### config.mk
export PLATFORM = sky130hd
export DESIGN_NAME = tweakey_bank
export DESIGN_NICKNAME = d
export VERILOG_FILES = /design/src/rtl/tweakey_bank_pkg.sv /design/src/rtl/tweakey_lane.sv /design/src/rtl/tweakey_bank.sv
export SDC_FILE = /design/constraint.sdc
export NUM_CORES = 2
export LEC_CHECK = 0
export CORE_UTILIZATION = 25
export CTS_BUF_LIST = sky130_fd_sc_hd__clkbuf_4 sky130_fd_sc_hd__clkbuf_8 sky130_fd_sc_hd__clkbuf_16
export CTS_CLUSTER_SIZE = 40
export DETAILED_ROUTE_END_ITERATION = 6
export SYNTH_ARGS = -nofsm -noshare
export SYNTH_HDL_FRONTEND = slang
export SYNTH_SLANG_ARGS = --single-unit
export TNS_END_PERCENT = 30
### constraint.sdc
create_clock -name clk -period 2.27 [get_ports clk]
set_clock_uncertainty 0.15 [all_clocks]
set_input_delay 0.227 -clock clk [delete_from_list [all_inputs] [get_ports clk]]
set_output_delay 0.227 -clock clk [all_outputs]
set_load 0.005 [all_outputs]
### src/rtl/tweakey_bank_pkg.sv
// Shared types, Romulus-N default sizes and width helpers for the tweakey bank.
package tweakey_bank_pkg;

  typedef enum logic [1:0] {
    ST_IDLE = 2'd0,
    ST_RUN  = 2'd1,
    ST_DONE = 2'd2
  } tk_state_e;

  localparam int unsigned RN_WIDTH  = 32;
  localparam int unsigned RN_WORDS  = 4;
  localparam int unsigned RN_LANES  = 3;
  localparam int unsigned RN_ROUNDS = 40;

  // Never returns 0 so a one-entry range still gets a real 1-bit port.
  function automatic int unsigned clog2(input int unsigned n);
    int unsigned r;
    r = 0;
    for (int unsigned i = 0; i < 32; i++) begin
      if ((64'd1 << r) < 64'(n)) r = r + 1;
    end
    return (r == 0) ? 1 : r;
  endfunction

  function automatic int unsigned lane_w(input int unsigned words, input int unsigned width);
    return words * width;
  endfunction

  function automatic int unsigned state_w(input int unsigned lanes, input int unsigned words,
                                          input int unsigned width);
    return lanes * words * width;
  endfunction

endpackage

### src/rtl/tweakey_lane.sv
// One tweakey lane: working register plus shadow copy.
// Strobes arrive pre-qualified by the top; restore beats update, update beats load.
module tweakey_lane
  import tweakey_bank_pkg::*;
#(
  parameter int unsigned WIDTH      = RN_WIDTH,
  parameter int unsigned WORDS      = RN_WORDS,
  parameter logic        INIT_VALUE = 1'b0,
  localparam int unsigned LW        = lane_w(WORDS, WIDTH)
) (
  input  logic             clk,
  input  logic             rst,
  input  logic             load,
  input  logic [WIDTH-1:0] ld_data,
  input  logic             update,
  input  logic [LW-1:0]    next,
  input  logic             save,
  input  logic             restore,
  output logic [LW-1:0]    state
);

  logic [LW-1:0] shadow;
  logic [LW-1:0] shifted;

  // Shift up by one word so the first beat ends in the MSBs after WORDS beats.
  assign shifted = (state << WIDTH) | LW'(ld_data);

  always_ff @(posedge clk) begin
    if (rst) begin
      state  <= {LW{INIT_VALUE}};
      shadow <= {LW{INIT_VALUE}};
    end else begin
      if (restore)     state <= shadow;
      else if (update) state <= next;
      else if (load)   state <= shifted;
      if (save)        shadow <= state;
    end
  end

endmodule

### src/rtl/tweakey_bank.sv
// Multi-lane tweakey register: word-serial load, round-by-round update, save/restore.
// FSM IDLE -> RUN (ROUNDS updates) -> DONE (one-cycle pulse) -> IDLE; en=0 freezes everything.
module tweakey_bank
  import tweakey_bank_pkg::*;
#(
  parameter int unsigned WIDTH      = RN_WIDTH,
  parameter int unsigned WORDS      = RN_WORDS,
  parameter int unsigned LANES      = RN_LANES,
  parameter int unsigned ROUNDS     = RN_ROUNDS,
  parameter logic        INIT_VALUE = 1'b0,
  localparam int unsigned LW        = lane_w(WORDS, WIDTH),
  localparam int unsigned SW        = state_w(LANES, WORDS, WIDTH),
  localparam int unsigned LANE_BITS = clog2(LANES),
  localparam int unsigned RND_BITS  = clog2(ROUNDS)
) (
  input  logic                 clk,
  input  logic                 rst,
  input  logic                 en,
  input  logic                 ld_valid,
  output logic                 ld_ready,
  input  logic [LANE_BITS-1:0] ld_lane,
  input  logic [WIDTH-1:0]     ld_data,
  input  logic                 start,
  input  logic                 save,
  input  logic                 restore,
  input  logic [SW-1:0]        ts_next,
  output logic [SW-1:0]        ts_state,
  output logic [RND_BITS-1:0]  round,
  output logic                 busy,
  output logic                 done
);

  tk_state_e           state_q, state_d;
  logic [RND_BITS-1:0] round_q, round_d;
  logic                busy_q, done_q;
  logic                idle, beat, do_restore, do_save, do_update, last;

  assign idle       = (state_q == ST_IDLE);
  assign ld_ready   = en & idle & ~restore & ~start;
  assign beat       = ld_valid & ld_ready;
  assign do_restore = en & idle & restore;
  assign do_save    = en & idle & save & ~restore & ~start;
  assign do_update  = en & (state_q == ST_RUN);
  assign last       = (round_q == RND_BITS'(ROUNDS - 1));

  always_comb begin
    state_d = state_q;
    round_d = round_q;
    case (state_q)
      ST_IDLE: begin
        if (start && !restore) begin
          state_d = ST_RUN;
          round_d = '0;
        end
      end
      ST_RUN: begin
        if (last) begin
          state_d = ST_DONE;
          round_d = '0;
        end else begin
          round_d = round_q + 1'b1;
        end
      end
      ST_DONE: state_d = ST_IDLE;
      default: begin
        state_d = ST_IDLE;
        round_d = '0;
      end
    endcase
  end

  // busy/done are registered copies of the next state so outputs come straight from flops.
  always_ff @(posedge clk) begin
    if (rst) begin
      state_q <= ST_IDLE;
      round_q <= '0;
      busy_q  <= 1'b0;
      done_q  <= 1'b0;
    end else if (en) begin
      state_q <= state_d;
      round_q <= round_d;
      busy_q  <= (state_d == ST_RUN);
      done_q  <= (state_d == ST_DONE);
    end
  end

  assign round = round_q;
  assign busy  = busy_q;
  assign done  = done_q;

  for (genvar l = 0; l < LANES; l++) begin : g_lane
    tweakey_lane #(
      .WIDTH      (WIDTH),
      .WORDS      (WORDS),
      .INIT_VALUE (INIT_VALUE)
    ) u_lane (
      .clk     (clk),
      .rst     (rst),
      .load    (beat && (ld_lane == LANE_BITS'(l))),
      .ld_data (ld_data),
      .update  (do_update),
      .next    (ts_next[l*LW +: LW]),
      .save    (do_save),
      .restore (do_restore),
      .state   (ts_state[l*LW +: LW])
    );
  end

endmodule

==> Flow_metrics.wiki <==
{| class="wikitable"
! Metric !! Value
|-
| Global-route wire length before repair || 229,000 um
|-
| Port-buffer cells || 817
|-
| Clock root buffer || sky130_fd_sc_hd__clkbuf_16
|-
| Total of endpoints with negative setup slack in the final report || 0
|-
| Clock latency reported for the late side of the worst-skew pair || 0.67 ns
|-
| Result of the run || finished, final reports clean
|-
| TritonCTS Sinks || 778
|-
| Leading cell types by total area after synthesis || sky130_fd_sc_hd__dfxtp_1 48%, sky130_fd_sc_hd__nand2_1 13%, sky130_fd_sc_hd__a21oi_1 11%, sky130_fd_sc_hd__a22o_1 9.5%, sky130_fd_sc_hd__a2bb2oi_1 9.5%
|-
| WS Path Type || flip-flop to output pin
|-
| Highest net fanout along the worst path || 4
|-
| Unrepaired setup endpoints after global routing || false
|-
| Kind of capture point of the worst setup path || output pin
|-
| Dominant combinational cell family by area after synthesis || compound AO/OA/AOI/OAI gates
|-
| Post-synth top area share || 0.480
|-
| Max VDD drop || 0.000460 V
|-
| Overall via count from detail_route || 33.6k
|-
| Tot Pwr || 35.3 mW
|-
| Sequential fraction of design power || 0.418
|-
| Clock buffer count from CTS || 88
|-
| Kind of cell with the highest combined delay on the critical path || buffers and inverters
|-
| Post-Syn Instances || 3,845
|-
| Mean instance size in the synthesized netlist || 8.44 um^2
|-
| DRC errors left || 0
|-
| Reg2Reg Depth || 7
|-
| Buffer levels on the longest clock path || 3
|-
| Ratio of cells with drive above 1 in the final layout || 0.114
|-
| Initial core utilization || 0.253
|-
| Minimum period implied by the final worst setup slack || 2.21 ns
|-
| Dpl hpwl || 123,000 um
|-
| Switching share of power || 0.271
|-
| Simple-gate portion of the synthesized area || 0.137
|-
| Worst path setup slack after routing || 0.0592 ns
|-
| DRC marker count from the first detailed-route iteration || 2,998
|-
| Power density over cell area || 732 nW/um^2
|-
| Number of antenna violations at the first check in global routing || 45
|-
| Hold Crit Class || primary input to flip-flop
|-
| Max cap viols || 0
|-
| Sequential fraction of the synthesis area || 0.480
|-
| Reg-to-reg startpoint || state_q[0]
|-
| Psw || 9.59 mW
|-
| Htree depth || 3
|-
| Synth Area in XOR/XNOR || 0.00108
|-
| Clock group share of total power || 0.419
|-
| Overflow left after global routing || 0
|-
| TritonCTS clock tree || yes
|-
| Hold slack || 0.0569 ns
|-
| Compound-cell area share of the yosys netlist || 0.323
|-
| Cell depth of the worst hold path || 3
|-
| Highest attainable clock frequency || 0.452 GHz
|-
| Largest area contributor in the netlist || sky130_fd_sc_hd__dfxtp_1
|-
| Width of the die || 362 um
|-
| Static leakage || 17.9 nW
|-
| Largest net degree at the start of global routing || 83
|-
| GRT Total Usage || 0.236
|-
| Slowest cell delay on critical path || 0.70 ns
|-
| Cell area after synthesis || 32,400 um^2
|-
| Most common cell after layout, fill and taps aside || sky130_fd_sc_hd__nand2_1
|-
| Sink of the worst hold path || g_lane[2].u_lane.state[31]
|-
| RR Endpoint || g_lane[0].u_lane.state[16]
|-
| Multiplexer fraction of the synthesized cell area || 0.000656
|-
| Vias per inst || 5.11
|-
| Die outline area || 131,000 um^2
|-
| Top-level port count || 818
|-
| CORE AREA || 128,000 um^2
|-
| Least-Margin Pin Slew || 0.739 ns
|-
| Post-route antenna net violation count || 0
|-
| Library cells used by synthesis || 43
|-
| Internal power summed over all cells || 25.7 mW
|-
| Setup slack after placement || -0.447 ns
|-
| Synthesized flop and latch total || 778
|-
| Worst path buffer plus inverter count || 1
|-
| CP arrival || 1.83 ns
|-
| Slowest-stage cell, CP || sky130_fd_sc_hd__clkdlybuf4s50_1
|-
| Sum of negative setup slack || 0 ns
|-
| Net count after synthesis || 4,271
|-
| Synthesis warning total || 0
|-
| Routed WL per cell || 24.7 um
|-
| Number of global-route vias before repair || 32.0k
|-
| Max Slew Vio Count || 0
|-
| Layout overhead on the synthesized area || 48.8%
|-
| Number of optimization iterations in the first detailed-route pass || 5
|-
| Max transition margin || 0.507
|-
| Share of the cycle needed by the critical path after routing || 0.974
|-
| Ordered list of cells on the worst path || clkdlybuf4s50_1
|-
| Register-to-Register Setup Slack || 0.10 ns
|-
| Clock Pin Slew Worst Setup and Hold Paths || 0.06 ns
|-
| Final Hold Vio Count || 0
|-
| Final #Nets || 5,194
|-
| Final WL || 163,000 um
|-
| Endpoint required time on the critical path || 1.89 ns
|-
| Synth Area in Adders || 0.000386
|-
| Standard-cell rows || 131
|-
| Final weighted congestion of routability-driven global placement || 0.896
|-
| Worst Hold Launch || ts_next[287]
|-
| Die extent in y || 362 um
|-
| Part of the power in combinational logic || 0.164
|-
| Category of the worst setup path launch point || flip-flop
|-
| Highest-count cells in the layout ignoring fill and taps || 1,124 x sky130_fd_sc_hd__nand2_1, 814 x sky130_fd_sc_hd__clkdlybuf4s50_1, 775 x sky130_fd_sc_hd__dfxtp_1
|}
-- cells in the mapped netlist --
cell and count:
sky130_fd_sc_hd__nor3b_1 1, sky130_fd_sc_hd__nand2b_1 3, sky130_fd_sc_hd__nor4_1 1, sky130_fd_sc_hd__buf_1 7
sky130_fd_sc_hd__and4b_1 1, sky130_fd_sc_hd__nor2_2 1, sky130_fd_sc_hd__nor2_4 1, sky130_fd_sc_hd__o41ai_1 1
sky130_fd_sc_hd__o221ai_1 32, sky130_fd_sc_hd__nor2_1 9, sky130_fd_sc_hd__o21a_1 1, sky130_fd_sc_hd__xnor2_1 4
sky130_fd_sc_hd__nand4b_1 2, sky130_fd_sc_hd__nor2b_1 2, sky130_fd_sc_hd__nand4bb_1 3, sky130_fd_sc_hd__or4b_1 1
sky130_fd_sc_hd__inv_1 1, sky130_fd_sc_hd__buf_2 130, sky130_fd_sc_hd__ha_1 1, sky130_fd_sc_hd__inv_2 1
sky130_fd_sc_hd__o21ai_0 1, sky130_fd_sc_hd__and3b_1 1, sky130_fd_sc_hd__buf_6 38, sky130_fd_sc_hd__mux2i_1 1
sky130_fd_sc_hd__and2_1 1, sky130_fd_sc_hd__or3_1 2, sky130_fd_sc_hd__dfxtp_1 778, sky130_fd_sc_hd__nand3_1 2
sky130_fd_sc_hd__a211oi_2 2, sky130_fd_sc_hd__clkbuf_1 199, sky130_fd_sc_hd__a22oi_1 2, sky130_fd_sc_hd__a2bb2oi_1 352
sky130_fd_sc_hd__a31oi_1 32, sky130_fd_sc_hd__buf_4 3, sky130_fd_sc_hd__a21oi_2 1, sky130_fd_sc_hd__a21o_1 1
sky130_fd_sc_hd__a21oi_1 744, sky130_fd_sc_hd__and4bb_2 1, sky130_fd_sc_hd__nand3b_1 2, sky130_fd_sc_hd__nand2_1 1124
sky130_fd_sc_hd__mux2_2 1, sky130_fd_sc_hd__a211oi_1 2, sky130_fd_sc_hd__a22o_1 352
-- final cells by class --
class / count / area, um^2
Clock buffer: 126 / 2660
Fill cell: 13000 / 79900
Antenna cell: 19 / 47.5
Tap cell: 1729 / 2160
Inverter: 2 / 7.51
Sequential cell: 778 / 15600
Multi-Input combinational cell: 2688 / 15100
Clock inverter: 26 / 320
Timing Repair Buffer: 1210 / 12400
-- power by group through the flow --
stage	registers (mW)	clock network (mW)	logic, mW
after detailed placement	15.0	0	5.75
final	14.8	14.8	5.78
after floorplan	14.8	0	2.25
after global routing	14.8	15.6	6.15
after CTS	14.7	15.0	5.80
after global placement	15.0	0	5.72
-- state kept, by name, summed over array words and instances, names as in the netlist --
signal                cells
busy                      1
done                      1
g_lane.u_lane.shadow    384
g_lane.u_lane.state     384
round                     6
state_q                   2
-- repair_timing --
action	CTS	global route
resized for setup	9	0
pin swaps	0	1
hold buffers	18	0
hold endpoints to repair	35	0
setup endpoints to repair	5	51
setup buffers	0	2
-- layer usage --
| metal | track usage | up-vias | routed length [um] |
|---|---|---|---|
| li1 | - | 15600 | - |
| met2 | 0.378 | 1454 | 74500 |
| met1 | 0.308 | 16300 | 68700 |
| met4 | 0.0836 | 36 | 5540 |
| met5 | 0 | - | 249 |
| met3 | 0.0563 | 271 | 13500 |
-- per-stage QoR --
stage                     utilization  instances  area (um^2)
after floorplan                     -       3845        32400
after CTS                       0.376       6557        48200
after detailed placement        0.351       6387        45000
after global routing            0.376       6569        48200
final                           0.376       6578        48300
after global placement          0.351       6387        45000
-- worst max path at each step --
| stage | startpoint | end | slack, ns | depth (start not counted) |
|---|---|---|---|---|
| global placement | start | g_lane[2].u_lane.state[72] | -0.45 | 9 |
| CTS | g_lane[2].u_lane.state[66] | ts_state[322] | 0.004 | 1 |
| global route | g_lane[1].u_lane.state[12] | ts_state[140] | 0.004 | 1 |
| floorplan | state_q[1] | g_lane[1].u_lane.state[100] | 0.36 | 8 |
| finish | g_lane[0].u_lane.state[20] | ts_state[20] | 0.06 | 1 |
| detailed placement | start | g_lane[2].u_lane.state[75] | -0.45 | 9 |
-- cells by family (layout without fill, tap and decap cells) --
family          count (synthesis)  after routing
xor+xnor                        4              4
buf+inv                       379           1364
simple gates                 1158           1158
compound gates               1523           1523
flops                         778            778
fa+ha+maj                       1              1
mux                             2              2
other cells                     0             19
Power figures use the tool's default switching activity.
